[src/rtl/uart_pkg.sv]
// Shared definitions for the UART transmit sequencer.
// Holds the register map, the STATUS bit positions and the FSM encoding.
package uart_pkg;

  localparam logic [1:0] REG_CONTROL = 2'd0;
  localparam logic [1:0] REG_DATA_TX = 2'd1;
  localparam logic [1:0] REG_STATUS  = 2'd2;
  localparam logic [1:0] REG_DATA_RX = 2'd3;

  localparam int BUSY_BIT = 1;
  localparam int DONE_BIT = 0;

  typedef enum logic [2:0] {
    ST_IDLE     = 3'd0,
    ST_LOAD     = 3'd1,
    ST_START    = 3'd2,
    ST_POLL_RD  = 3'd3,
    ST_POLL_CHK = 3'd4,
    ST_CLEAR    = 3'd5
  } seq_state_t;

endpackage

[src/rtl/uart_tx_sequencer_if.sv]
// Byte stream in, register-file access out, bundled for the UART transmit sequencer.
// slave = the sequencer's view; master = producer plus register-file side.
interface uart_tx_sequencer_if #(parameter int WIDTH = 8);

  logic             s_valid;
  logic [WIDTH-1:0] s_data;
  logic             s_ready;
  logic             rf_wr_en;
  logic [1:0]       rf_wr_addr;
  logic [WIDTH-1:0] rf_wr_data;
  logic             rf_rd_en;
  logic [1:0]       rf_rd_addr;
  logic [WIDTH-1:0] rf_rd_data;

  modport slave (
    input  s_valid, s_data, rf_rd_data,
    output s_ready, rf_wr_en, rf_wr_addr, rf_wr_data, rf_rd_en, rf_rd_addr
  );

  modport master (
    output s_valid, s_data, rf_rd_data,
    input  s_ready, rf_wr_en, rf_wr_addr, rf_wr_data, rf_rd_en, rf_rd_addr
  );

endinterface

[src/rtl/sync_fifo.sv]
// Small synchronous byte FIFO with a registered "has room" flag.
// DEPTH must be a power of two so the pointers wrap naturally.
module sync_fifo #(
  parameter int WIDTH = 8,
  parameter int DEPTH = 4
) (
  input  logic             clk,
  input  logic             arst_n,
  input  logic             push,
  input  logic             pop,
  input  logic [WIDTH-1:0] din,
  output logic [WIDTH-1:0] head,
  output logic             full,
  output logic             empty,
  output logic             ready
);

  localparam int AW = $clog2(DEPTH);

  logic [WIDTH-1:0] mem [DEPTH];
  logic [AW-1:0]    wr_ptr;
  logic [AW-1:0]    rd_ptr;
  logic [AW:0]      count;
  logic [AW:0]      count_nxt;
  logic             do_push;
  logic             do_pop;

  assign full    = (count == (AW+1)'(DEPTH));
  assign empty   = (count == '0);
  assign do_push = push && !full;
  assign do_pop  = pop && !empty;
  assign head    = mem[rd_ptr];

  always_comb begin
    count_nxt = count;
    case ({do_push, do_pop})
      2'b10:   count_nxt = count + 1'b1;
      2'b01:   count_nxt = count - 1'b1;
      default: count_nxt = count;
    endcase
  end

  always_ff @(posedge clk) begin
    if (do_push) mem[wr_ptr] <= din;
  end

  // ready is registered so the producer sees 0 while reset is held
  always_ff @(posedge clk or negedge arst_n) begin
    if (!arst_n) begin
      wr_ptr <= '0;
      rd_ptr <= '0;
      count  <= '0;
      ready  <= 1'b0;
    end else begin
      if (do_push) wr_ptr <= wr_ptr + 1'b1;
      if (do_pop)  rd_ptr <= rd_ptr + 1'b1;
      count <= count_nxt;
      ready <= (count_nxt != (AW+1)'(DEPTH));
    end
  end

endmodule

[src/rtl/uart_tx_sequencer.sv]
// Buffers stream bytes and runs one UART transmit per byte through the register file.
// Optional poll timeout is enabled by defining UART_SEQ_TIMEOUT_EN.
//
// state       | meaning
// IDLE        | wait for a queued byte, pop it into byte_q
// LOAD        | write byte_q to DATA_TX
// START       | write START_VAL to CONTROL, forget any earlier busy
// POLL_RD     | read STATUS
// POLL_CHK    | inspect STATUS, finish once done follows an observed busy
// CLEAR       | write 0 to CONTROL, report the byte as sent
module uart_tx_sequencer
  import uart_pkg::*;
#(
  parameter int               WIDTH       = 8,
  parameter int               DEPTH       = 4,
  parameter logic [WIDTH-1:0] START_VAL   = {{(WIDTH-1){1'b0}}, 1'b1},
  parameter int               TIMEOUT_CYC = 4096
) (
  input  logic                clk,
  input  logic                arst_n,
  uart_tx_sequencer_if.slave  bus,
  output logic                tx_sent,
  output logic                idle,
  output logic                err_timeout,
  input  logic                err_clr
);

  seq_state_t       state, state_nxt;
  logic [WIDTH-1:0] byte_q, byte_nxt, fifo_head;
  logic             seen_busy, seen_busy_nxt;
  logic             fifo_push, fifo_pop, fifo_full, fifo_empty, fifo_ready;
  logic             st_busy, st_done;
  logic             tmo_hit, tmo_take, tmo_flag;
  logic             wr_en_d, rd_en_d, tx_sent_d;
  logic [1:0]       wr_addr_d, rd_addr_d;
  logic [WIDTH-1:0] wr_data_d;
  logic             unused_rd_bits;

  assign bus.s_ready    = fifo_ready;
  assign fifo_push      = bus.s_valid && fifo_ready && !fifo_full;
  assign st_busy        = bus.rf_rd_data[BUSY_BIT];
  assign st_done        = bus.rf_rd_data[DONE_BIT];
  assign unused_rd_bits = ^bus.rf_rd_data;

  sync_fifo #(.WIDTH(WIDTH), .DEPTH(DEPTH)) u_fifo (
    .clk   (clk),
    .arst_n(arst_n),
    .push  (fifo_push),
    .pop   (fifo_pop),
    .din   (bus.s_data),
    .head  (fifo_head),
    .full  (fifo_full),
    .empty (fifo_empty),
    .ready (fifo_ready)
  );

`ifdef UART_SEQ_TIMEOUT_EN
  localparam int TW = $clog2(TIMEOUT_CYC + 1);
  logic [TW-1:0] tmo_cnt;
  logic          polling;

  assign polling = (state == ST_POLL_RD) || (state == ST_POLL_CHK);
  assign tmo_hit = polling && (tmo_cnt == TW'(TIMEOUT_CYC - 1));

  // set has priority over a simultaneous err_clr
  always_ff @(posedge clk or negedge arst_n) begin
    if (!arst_n) begin
      tmo_cnt     <= '0;
      tmo_flag    <= 1'b0;
      err_timeout <= 1'b0;
    end else begin
      if (state == ST_START)  tmo_cnt <= '0;
      else if (polling)       tmo_cnt <= tmo_cnt + 1'b1;
      if (tmo_take)                tmo_flag <= 1'b1;
      else if (state == ST_CLEAR)  tmo_flag <= 1'b0;
      if (tmo_take)      err_timeout <= 1'b1;
      else if (err_clr)  err_timeout <= 1'b0;
    end
  end
`else
  localparam int unused_tmo_cyc = TIMEOUT_CYC;
  logic unused_tmo;

  assign tmo_hit     = 1'b0;
  assign tmo_flag    = 1'b0;
  assign err_timeout = 1'b0;
  assign unused_tmo  = tmo_take ^ err_clr;
`endif

  always_comb begin
    state_nxt     = state;
    byte_nxt      = byte_q;
    seen_busy_nxt = seen_busy;
    fifo_pop      = 1'b0;
    tmo_take      = 1'b0;
    wr_en_d       = 1'b0;
    wr_addr_d     = REG_CONTROL;
    wr_data_d     = '0;
    rd_en_d       = 1'b0;
    rd_addr_d     = REG_CONTROL;
    tx_sent_d     = 1'b0;
    unique case (state)
      ST_IDLE: begin
        if (!fifo_empty) begin
          byte_nxt  = fifo_head;
          fifo_pop  = 1'b1;
          state_nxt = ST_LOAD;
        end
      end
      ST_LOAD: begin
        wr_en_d   = 1'b1;
        wr_addr_d = REG_DATA_TX;
        wr_data_d = byte_q;
        state_nxt = ST_START;
      end
      ST_START: begin
        wr_en_d       = 1'b1;
        wr_data_d     = START_VAL;
        seen_busy_nxt = 1'b0;
        state_nxt     = ST_POLL_RD;
      end
      ST_POLL_RD: begin
        rd_en_d   = 1'b1;
        rd_addr_d = REG_STATUS;
        tmo_take  = tmo_hit;
        state_nxt = tmo_hit ? ST_CLEAR : ST_POLL_CHK;
      end
      ST_POLL_CHK: begin
        if (st_busy) seen_busy_nxt = 1'b1;
        // a done bit with no busy seen since START is left over from the last byte
        if ((seen_busy || st_busy) && st_done && !st_busy) begin
          state_nxt = ST_CLEAR;
        end else if (tmo_hit) begin
          tmo_take  = 1'b1;
          state_nxt = ST_CLEAR;
        end else begin
          state_nxt = ST_POLL_RD;
        end
      end
      ST_CLEAR: begin
        wr_en_d   = 1'b1;
        tx_sent_d = !tmo_flag;
        state_nxt = ST_IDLE;
      end
      default: state_nxt = ST_IDLE;
    endcase
  end

  // bus outputs are registered decodes of the current state
  always_ff @(posedge clk or negedge arst_n) begin
    if (!arst_n) begin
      state          <= ST_IDLE;
      byte_q         <= '0;
      seen_busy      <= 1'b0;
      bus.rf_wr_en   <= 1'b0;
      bus.rf_wr_addr <= '0;
      bus.rf_wr_data <= '0;
      bus.rf_rd_en   <= 1'b0;
      bus.rf_rd_addr <= '0;
      tx_sent        <= 1'b0;
      idle           <= 1'b1;
    end else begin
      state          <= state_nxt;
      byte_q         <= byte_nxt;
      seen_busy      <= seen_busy_nxt;
      bus.rf_wr_en   <= wr_en_d;
      bus.rf_wr_addr <= wr_addr_d;
      bus.rf_wr_data <= wr_data_d;
      bus.rf_rd_en   <= rd_en_d;
      bus.rf_rd_addr <= rd_addr_d;
      tx_sent        <= tx_sent_d;
      idle           <= (state == ST_IDLE) && fifo_empty;
    end
  end

endmodule
[src/flat_wrapper.sv]
// flat-port wrapper written by rule: the top's interface ports become plain ports
module uart_tx_sequencer_flat import uart_pkg::*;
#(
  parameter int               WIDTH       = 8,
  parameter int               DEPTH       = 4,
  parameter logic [WIDTH-1:0] START_VAL   = {{(WIDTH-1){1'b0}}, 1'b1},
  parameter int               TIMEOUT_CYC = 4096
)
  (clk, arst_n, tx_sent, idle, err_timeout, err_clr, bus_s_valid, bus_s_data, bus_rf_rd_data, bus_s_ready, bus_rf_wr_en, bus_rf_wr_addr, bus_rf_wr_data, bus_rf_rd_en, bus_rf_rd_addr);
  uart_tx_sequencer_if #(.WIDTH(WIDTH)) bus_i ();
  input  logic clk;
  input  logic arst_n;
  output logic tx_sent;
  output logic idle;
  output logic err_timeout;
  input  logic err_clr;
  input wire logic [$bits(bus_i.s_valid)-1:0] bus_s_valid;
  input wire logic [$bits(bus_i.s_data)-1:0] bus_s_data;
  input wire logic [$bits(bus_i.rf_rd_data)-1:0] bus_rf_rd_data;
  output wire logic [$bits(bus_i.s_ready)-1:0] bus_s_ready;
  output wire logic [$bits(bus_i.rf_wr_en)-1:0] bus_rf_wr_en;
  output wire logic [$bits(bus_i.rf_wr_addr)-1:0] bus_rf_wr_addr;
  output wire logic [$bits(bus_i.rf_wr_data)-1:0] bus_rf_wr_data;
  output wire logic [$bits(bus_i.rf_rd_en)-1:0] bus_rf_rd_en;
  output wire logic [$bits(bus_i.rf_rd_addr)-1:0] bus_rf_rd_addr;
  assign bus_i.s_valid = bus_s_valid;
  assign bus_i.s_data = bus_s_data;
  assign bus_i.rf_rd_data = bus_rf_rd_data;
  assign bus_s_ready = bus_i.s_ready;
  assign bus_rf_wr_en = bus_i.rf_wr_en;
  assign bus_rf_wr_addr = bus_i.rf_wr_addr;
  assign bus_rf_wr_data = bus_i.rf_wr_data;
  assign bus_rf_rd_en = bus_i.rf_rd_en;
  assign bus_rf_rd_addr = bus_i.rf_rd_addr;
  uart_tx_sequencer #(.WIDTH(WIDTH), .DEPTH(DEPTH), .START_VAL(START_VAL), .TIMEOUT_CYC(TIMEOUT_CYC)) u_core (.clk(clk), .arst_n(arst_n), .bus(bus_i), .tx_sent(tx_sent), .idle(idle), .err_timeout(err_timeout), .err_clr(err_clr));
endmodule
[config.mk]
export PLATFORM = sky130hd
export DESIGN_NAME = uart_tx_sequencer_flat
export DESIGN_NICKNAME = d
export VERILOG_FILES = /design/src/rtl/uart_pkg.sv /design/src/rtl/uart_tx_sequencer_if.sv /design/src/rtl/sync_fifo.sv /design/src/rtl/uart_tx_sequencer.sv /design/src/flat_wrapper.sv
export SDC_FILE = /design/constraint.sdc
export NUM_CORES = 1
export LEC_CHECK = 0
export ABC_AREA = 1
export CAP_MARGIN = 30
export CELL_PAD_IN_SITES_DETAIL_PLACEMENT = 2
export CELL_PAD_IN_SITES_GLOBAL_PLACEMENT = 2
export CORE_ASPECT_RATIO = 1.5
export CORE_UTILIZATION = 42
export DETAILED_ROUTE_END_ITERATION = 8
export DONT_BUFFER_PORTS = 1
export PLACE_DENSITY = 0.81
export SKIP_CTS_REPAIR_TIMING = 1
export SLEW_MARGIN = 20
export SYNTH_ARGS = -nofsm -noshare
export SYNTH_HDL_FRONTEND = slang
export SYNTH_SLANG_ARGS = --single-unit
[constraint.sdc]
create_clock -name clk -period 3.6 [get_ports clk]
set_input_delay 0.72 -clock clk [delete_from_list [all_inputs] [get_ports clk]]
set_output_delay 0.72 -clock clk [all_outputs]
set_load 0.005 [all_outputs]
==> After elaboration in Yosys (flattened, before gate mapping) <==
Memories as Yosys holds them, arrays and structs flattened. A register that Yosys moved wholly into a read port is not among the register bits.
Cells that the tools add are included.
{ "word_totals": {"register_bits": 27, "mem_bits_rw": 32, "out_inout_bits": 18, "elab_cells": 64, "n_memories": 1} }
{ "classes": {"n_addsub": 4, "eq_ne": 11, "mux": 16, "bitwise_logic": 1, "n_reduce_logical": 18} }
{ "mem_list": {"columns": ["memory", "words", "width", "read_ports", "rd_clocked_by_memory_dff", "write_ports", "line", "text"], "rows": [
  ["u_core.u_fifo.mem", 4, 8, 1, 1, 1, "sync_fifo.sv:20", "logic [WIDTH-1:0] mem [DEPTH];"]
]} }
{ "ops": {"columns": ["op", "n"], "rows": [
  ["8-bit case mux with 2 select lines", 1],
  ["3-bit case mux with 5 select lines", 1],
  ["3-bit == test (second input constant)", 3],
  ["1-bit two-way mux", 9],
  ["1-bit logical AND", 7],
  ["3-bit by 2-bit == test with 1-bit output (second input constant)", 2],
  ["3-bit zero test", 2],
  ["3-bit two-way mux", 2],
  ["3-bit case mux with 2 select lines", 1],
  ["2-bit by 1-bit adder with 2-bit output (second input constant)", 2],
  ["1-bit zero test", 4],
  ["2-bit inequality test (second input constant)", 2],
  ["2-bit AND reduction", 2],
  ["3-bit by 1-bit adder with 3-bit output (second input constant)", 1],
  ["3-bit by 1-bit == test with 1-bit output (second input constant)", 1],
  ["3-bit inequality test (second input constant)", 1],
  ["3-bit OR reduction", 1],
  ["3-bit by 1-bit subtractor with 3-bit output (second input constant)", 1],
  ["2-bit by 1-bit == test with 1-bit output (second input constant)", 1],
  ["2-bit == test (second input constant)", 1],
  ["2-bit two-way mux", 1],
  ["1-bit case mux with 2 select lines", 1],
  ["2-bit nonzero test", 1],
  ["1-bit logical OR", 1],
  ["1-bit inverter", 1]
]} }

==> Depth between registers and ports, before layout <==
{ "depth": {"word_depth": 7, "mapped_depth": 14, "ltp_nobuf": 13} }

==> Modules after synthesis <==
From an unflattened synthesis, not the netlist that was laid out.
{ "unflattened": {"cells_unflattened": 238, "hier_area_um2": 2772.7} }
{ "modules_own_cells": {"columns": ["module", "n_inst", "cells_per_inst", "area_each_um2", "seq_area_each_um2"], "rows": [
  ["sync_fifo", 1, 134, 1773.0, 1161.1],
  ["uart_tx_sequencer", 1, 104, 999.7, 626.9]
]} }

==> Worst setup path before layout <==
No wires, ideal clock.
{ "synth_path": {"kind": "input -> register", "start": "input bus_s_valid", "end": "register u_core.u_fifo.ready", "t_arrival_ns": 1.904, "required_ns": 3.535, "setup_slack_ns": 1.631, "stages": 7, "cell_sequence": "nand3_1 -> ha_1 -> inv_1 -> fa_1 -> o21ai_0 -> nor2_1 -> nand2_1"} }
{ "synth_via": {"elab_chain_cells": 6} }
{ "synth_rtl": {"columns": ["item", "line", "text"], "rows": [
  ["from (decl)", "flat_wrapper.sv:17", "input wire logic [$bits(bus_i.s_valid)-1:0] bus_s_valid;"],
  ["1-bit logical AND (*) (2 in series)", "uart_tx_sequencer.sv:40", "assign fifo_push = bus.s_valid && fifo_ready && !fifo_full;"],
  ["1-bit logical AND (*)", "sync_fifo.sv:30", "assign do_push = push && !full;"],
  ["2-bit by 1-bit == test with 1-bit output or 2-bit == test (tied branches)", "sync_fifo.sv:36", "case ({do_push, do_pop})"],
  ["3-bit case mux with 2 select lines (*)", "sync_fifo.sv:36", null],
  ["via u_core.u_fifo.count_nxt[1]", "sync_fifo.sv:24", "logic [AW:0] count_nxt;"],
  ["3-bit inequality test (*)", "sync_fifo.sv:58", "ready <= (count_nxt != (AW+1)'(DEPTH));"],
  ["to (signal assigned)", "sync_fifo.sv:58", null],
  ["to (decl)", "sync_fifo.sv:15", "output logic ready"]
]} }
Mark *: on every way through the listed nets, which the timed path passes. The rest lies on a longest branch.
A chain may end at the register's enable or synchronous reset.

==> Worst setup path after layout <==
{ "layout_path": {"start": "register u_core.state[0]", "end": "register u_core.u_fifo.ready"} }
{ "layout_via": {"elab_chain_cells": 6} }
{ "layout_rtl": {"columns": ["item", "line", "text"], "rows": [
  ["from (decl)", "uart_tx_sequencer.sv:28", "seq_state_t state, state_nxt;"],
  ["from (signal assigned)", "uart_tx_sequencer.sv:163", "state <= state_nxt;"],
  ["3-bit zero test (*)", "uart_tx_sequencer.sv:102", "unique case (state)"],
  ["1-bit two-way mux (*)", "uart_tx_sequencer.sv:102", null],
  ["1-bit logical AND (*)", "sync_fifo.sv:31", "assign do_pop = pop && !empty;"],
  ["2-bit by 1-bit == test with 1-bit output or 2-bit == test (tied branches)", "sync_fifo.sv:36", null],
  ["3-bit case mux with 2 select lines (*)", "sync_fifo.sv:36", null],
  ["via u_core.u_fifo.count_nxt[2]", "sync_fifo.sv:24", null],
  ["3-bit inequality test (*)", "sync_fifo.sv:58", null]
]} }
Marks and branches as above.

==> reports/metrics.yaml <==
synth:
  synthMuxAreaShare_pct: 0
  yosysWarnings: 0
  synth_top_area_share_pct: 34.3
  yosys.area.top_type: "edfxtp_1"
  synth_top_family_by_area: "simple AND/OR/NAND/NOR gates"
  yosys-top-cells-area: "edfxtp_1 (34%), dfrtp_1 (29%), nand2_1 (12%)"
  synth.distinct_cells: 23
  ys_seq_area_share_pct: 63.9
  synth-simple-area-share_pct: 21.0
  synth_compound_area_share_pct: 0.715
  synth-xor-area-share_pct: 0.626
  yosys_register_bits: 65
  syn_area_um2: 2800
  synthAdderAreaFrac_pct: 2.95
  syn_inst: 286
  syn_area_per_cell_um2: 9.79
finish:
  final_common_cell: "nand2_1"
  mostFrequentLayoutCells: "nand2_1 (91), inv_1 (57), dfrtp_1 (32), edfxtp_1 (32), nand3_1 (22)"
  drive_gt1_share_pct: 7.80
  area_growth_syn_to_layout_pct: 8.49
  n_antenna_cell: 0
  fin_nets: 316
  final_area_um2: 3040
  fin_cells: 371
place:
  port_buffers: 0
  place_area_um2: 2830
  pre_cts_ws_ns: 1.37
  dp_hpwl_um: 4340
  place_congestion: 0.738
  placed_cells: 355
timing:
  final.period_utilization_pct: 62.0
  hold_ws_ns: 0.0623
  rsz0062_at_grt: "false"
  slew_headroom_pct: 37.8
  setup_viol: 0
  worst_slew_pin_slew_ns: 0.929
  setup-tns-final_ns: 0
  worst_slack_ns: 1.37
  fin_skew_ns: 0.0103
  hold_viol: 0
  fin_crit_ns: 2.23
  fmax_mhz: 448
  slew_violations: 0
pwr:
  ir_worst_vdd_mv: 0.374
  power.net_switching_mw: 1.05
  comb_power_share_pct: 31.9
  clkPwrFrac_pct: 23.9
  p_seq_share_pct: 44.3
  p_int_mw: 1.67
  p_per_area_nw_per_um2: 894
  leakage_nw: 1.51
  p_sw_share_pct: 38.6
critical_path:
  crit_path_end: "u_core.u_fifo.ready"
  arrival_ns: 2.46
  crit_start: "u_core.state[0]"
  end_kind: "flop"
  reg2reg_depth: 12
  r2r-start: "u_core.state[0]"
  rr_endpoint: "u_core.u_fifo.ready"
  r2r_setup_slack_ns: 1.37
  critPathKind: "flop to flop"
  start_kind: "flop"
  cp_data_required_time_ns: 3.83
  cp_max_fo: 11
clock_tree:
  cts.clk_slew.worst_paths_ns: 0.07
  cts_tree: "done"
  cts_max_level: 3
  cts.sinks: 65
  insertion_delay_ns: 0.35
  cts_buffers: 9
  cts-root-buf: "clkbuf_8"
  clockBufferDepth: 2
routing:
  first_pass_iters: 4
  drt_iter0_markers: 130
  vias: 1842
  antenna_left: 0
  vias_per_cell: 4.96
  routed_wirelength_um: 6380
  avgRoutedWirePerCell_um: 17.2
  drc_errors: 0
floorplan:
  initial_core_util_pct: 43.2
  dieWidth_um: 68.7
  die-area_um2: 7000
  fp.coreArea_um2: 6490
  die_h_um: 102
  rows: 36
  ioPinCount: 38
global_routing:
  antenna_found_initial: 0
  grt_start_max_net_pins: 34
  grt_remaining_overflow: 0
  grt_pass1_wl_um: 10100
  grt_pass1_vias: 2054
  grt_usage_pct: 21.2
status:
  status: "finished clean"
job:
  drv_cap: 0
hold_path:
  hold_class: "primary input to asynchronous set/reset pin"
## registers in the layout, indices dropped and copies added, names as in the netlist, 2 cells and up
signal                 count
u_core.u_fifo.mem         32
u_core.u_fifo.rd_ptr       2
u_core.u_fifo.count        3
u_core.bus.rf_wr_data      8
u_core.byte_q              8
u_core.state               3
u_core.u_fifo.wr_ptr       2
## layout make-up
cell class | instances | area, um^2
clock inverter | 2 | 35.0
inverter | 60 | 228
multi-input combinational | 154 | 719
clock buffer | 14 | 173
tap | 76 | 95.1
fill | 701 | 3450
sequential | 65 | 1790
## metal layers
metal  GRT usage, %  wire length, um  vias to the layer above
li1               -                -                      867
met1           22.4             2370                      944
met2           37.4             3630                       21
met3           6.03              235                       10
met4           10.1              145                        0
met5              0                0                        -
## worst max-delay path: stages, from the launching register on
cell and delay, ns:
dfrtp_1 0.45, nor2_4 0.16, nand2_2 0.09, nor2_4 0.26, ha_1 0.26, inv_1 0.09, fa_1 0.40, inv_1 0.07
nand2_1 0.08, nand3_1 0.08, nand2_1 0.05, nand2_1 0.07, nand2_1 0.05
## worst min path at each step
stage | start | to | slack (ns) | depth (start not counted)
detailed placement | arst_n | u_core.bus.rf_wr_data[5] | 0.42 | 0
global placement | arst_n | u_core.bus.rf_wr_data[5] | 0.42 | 0
CTS | arst_n | u_core.bus.rf_wr_data[5] | 0.05 | 0
floorplan | arst_n | u_core.bus.rf_rd_en | 0.42 | 0
finish | arst_n | u_core.bus.rf_wr_data[4] | 0.06 | 0
global route | arst_n | u_core.bus.rf_wr_data[7] | 0.04 | 0
## cells by family (layout without fill, tap and decap cells)
family,count (synthesis),in the layout
other cells,1,3
flops,65,65
compound gates,4,4
simple gates,139,139
fa+ha+maj,6,6
buf+inv,69,76
xor+xnor,2,2
## cell usage after synthesis, drive strengths merged
cell type	n
nand2	92
inv	60
dfrtp	32
edfxtp	32
nand3	24
nor2	19
buf	9
ha	5
o21ai	4
nand4	3
conb	1
dfstp	1
fa	1
nor3	1
xnor2	1
xor2	1
## power groups by stage
stage	Sequential [mW]	Combinational, mW	Clock, mW
after floorplan	1.13	0.717	0
after global placement	1.21	0.805	0
after detailed placement	1.22	0.860	0
after CTS	1.21	0.896	0.664
after global routing	1.24	0.996	0.693
final	1.20	0.865	0.648
## metrics by stage
stage               util (%)  power [mW]
floorplan                  -        1.85
global route            46.8        2.93
global placement        43.6        2.01
detailed placement      43.6        2.08
finish                  46.8        2.72
CTS                     46.8        2.77
Note: power is estimated with default switching activity, not from simulation.
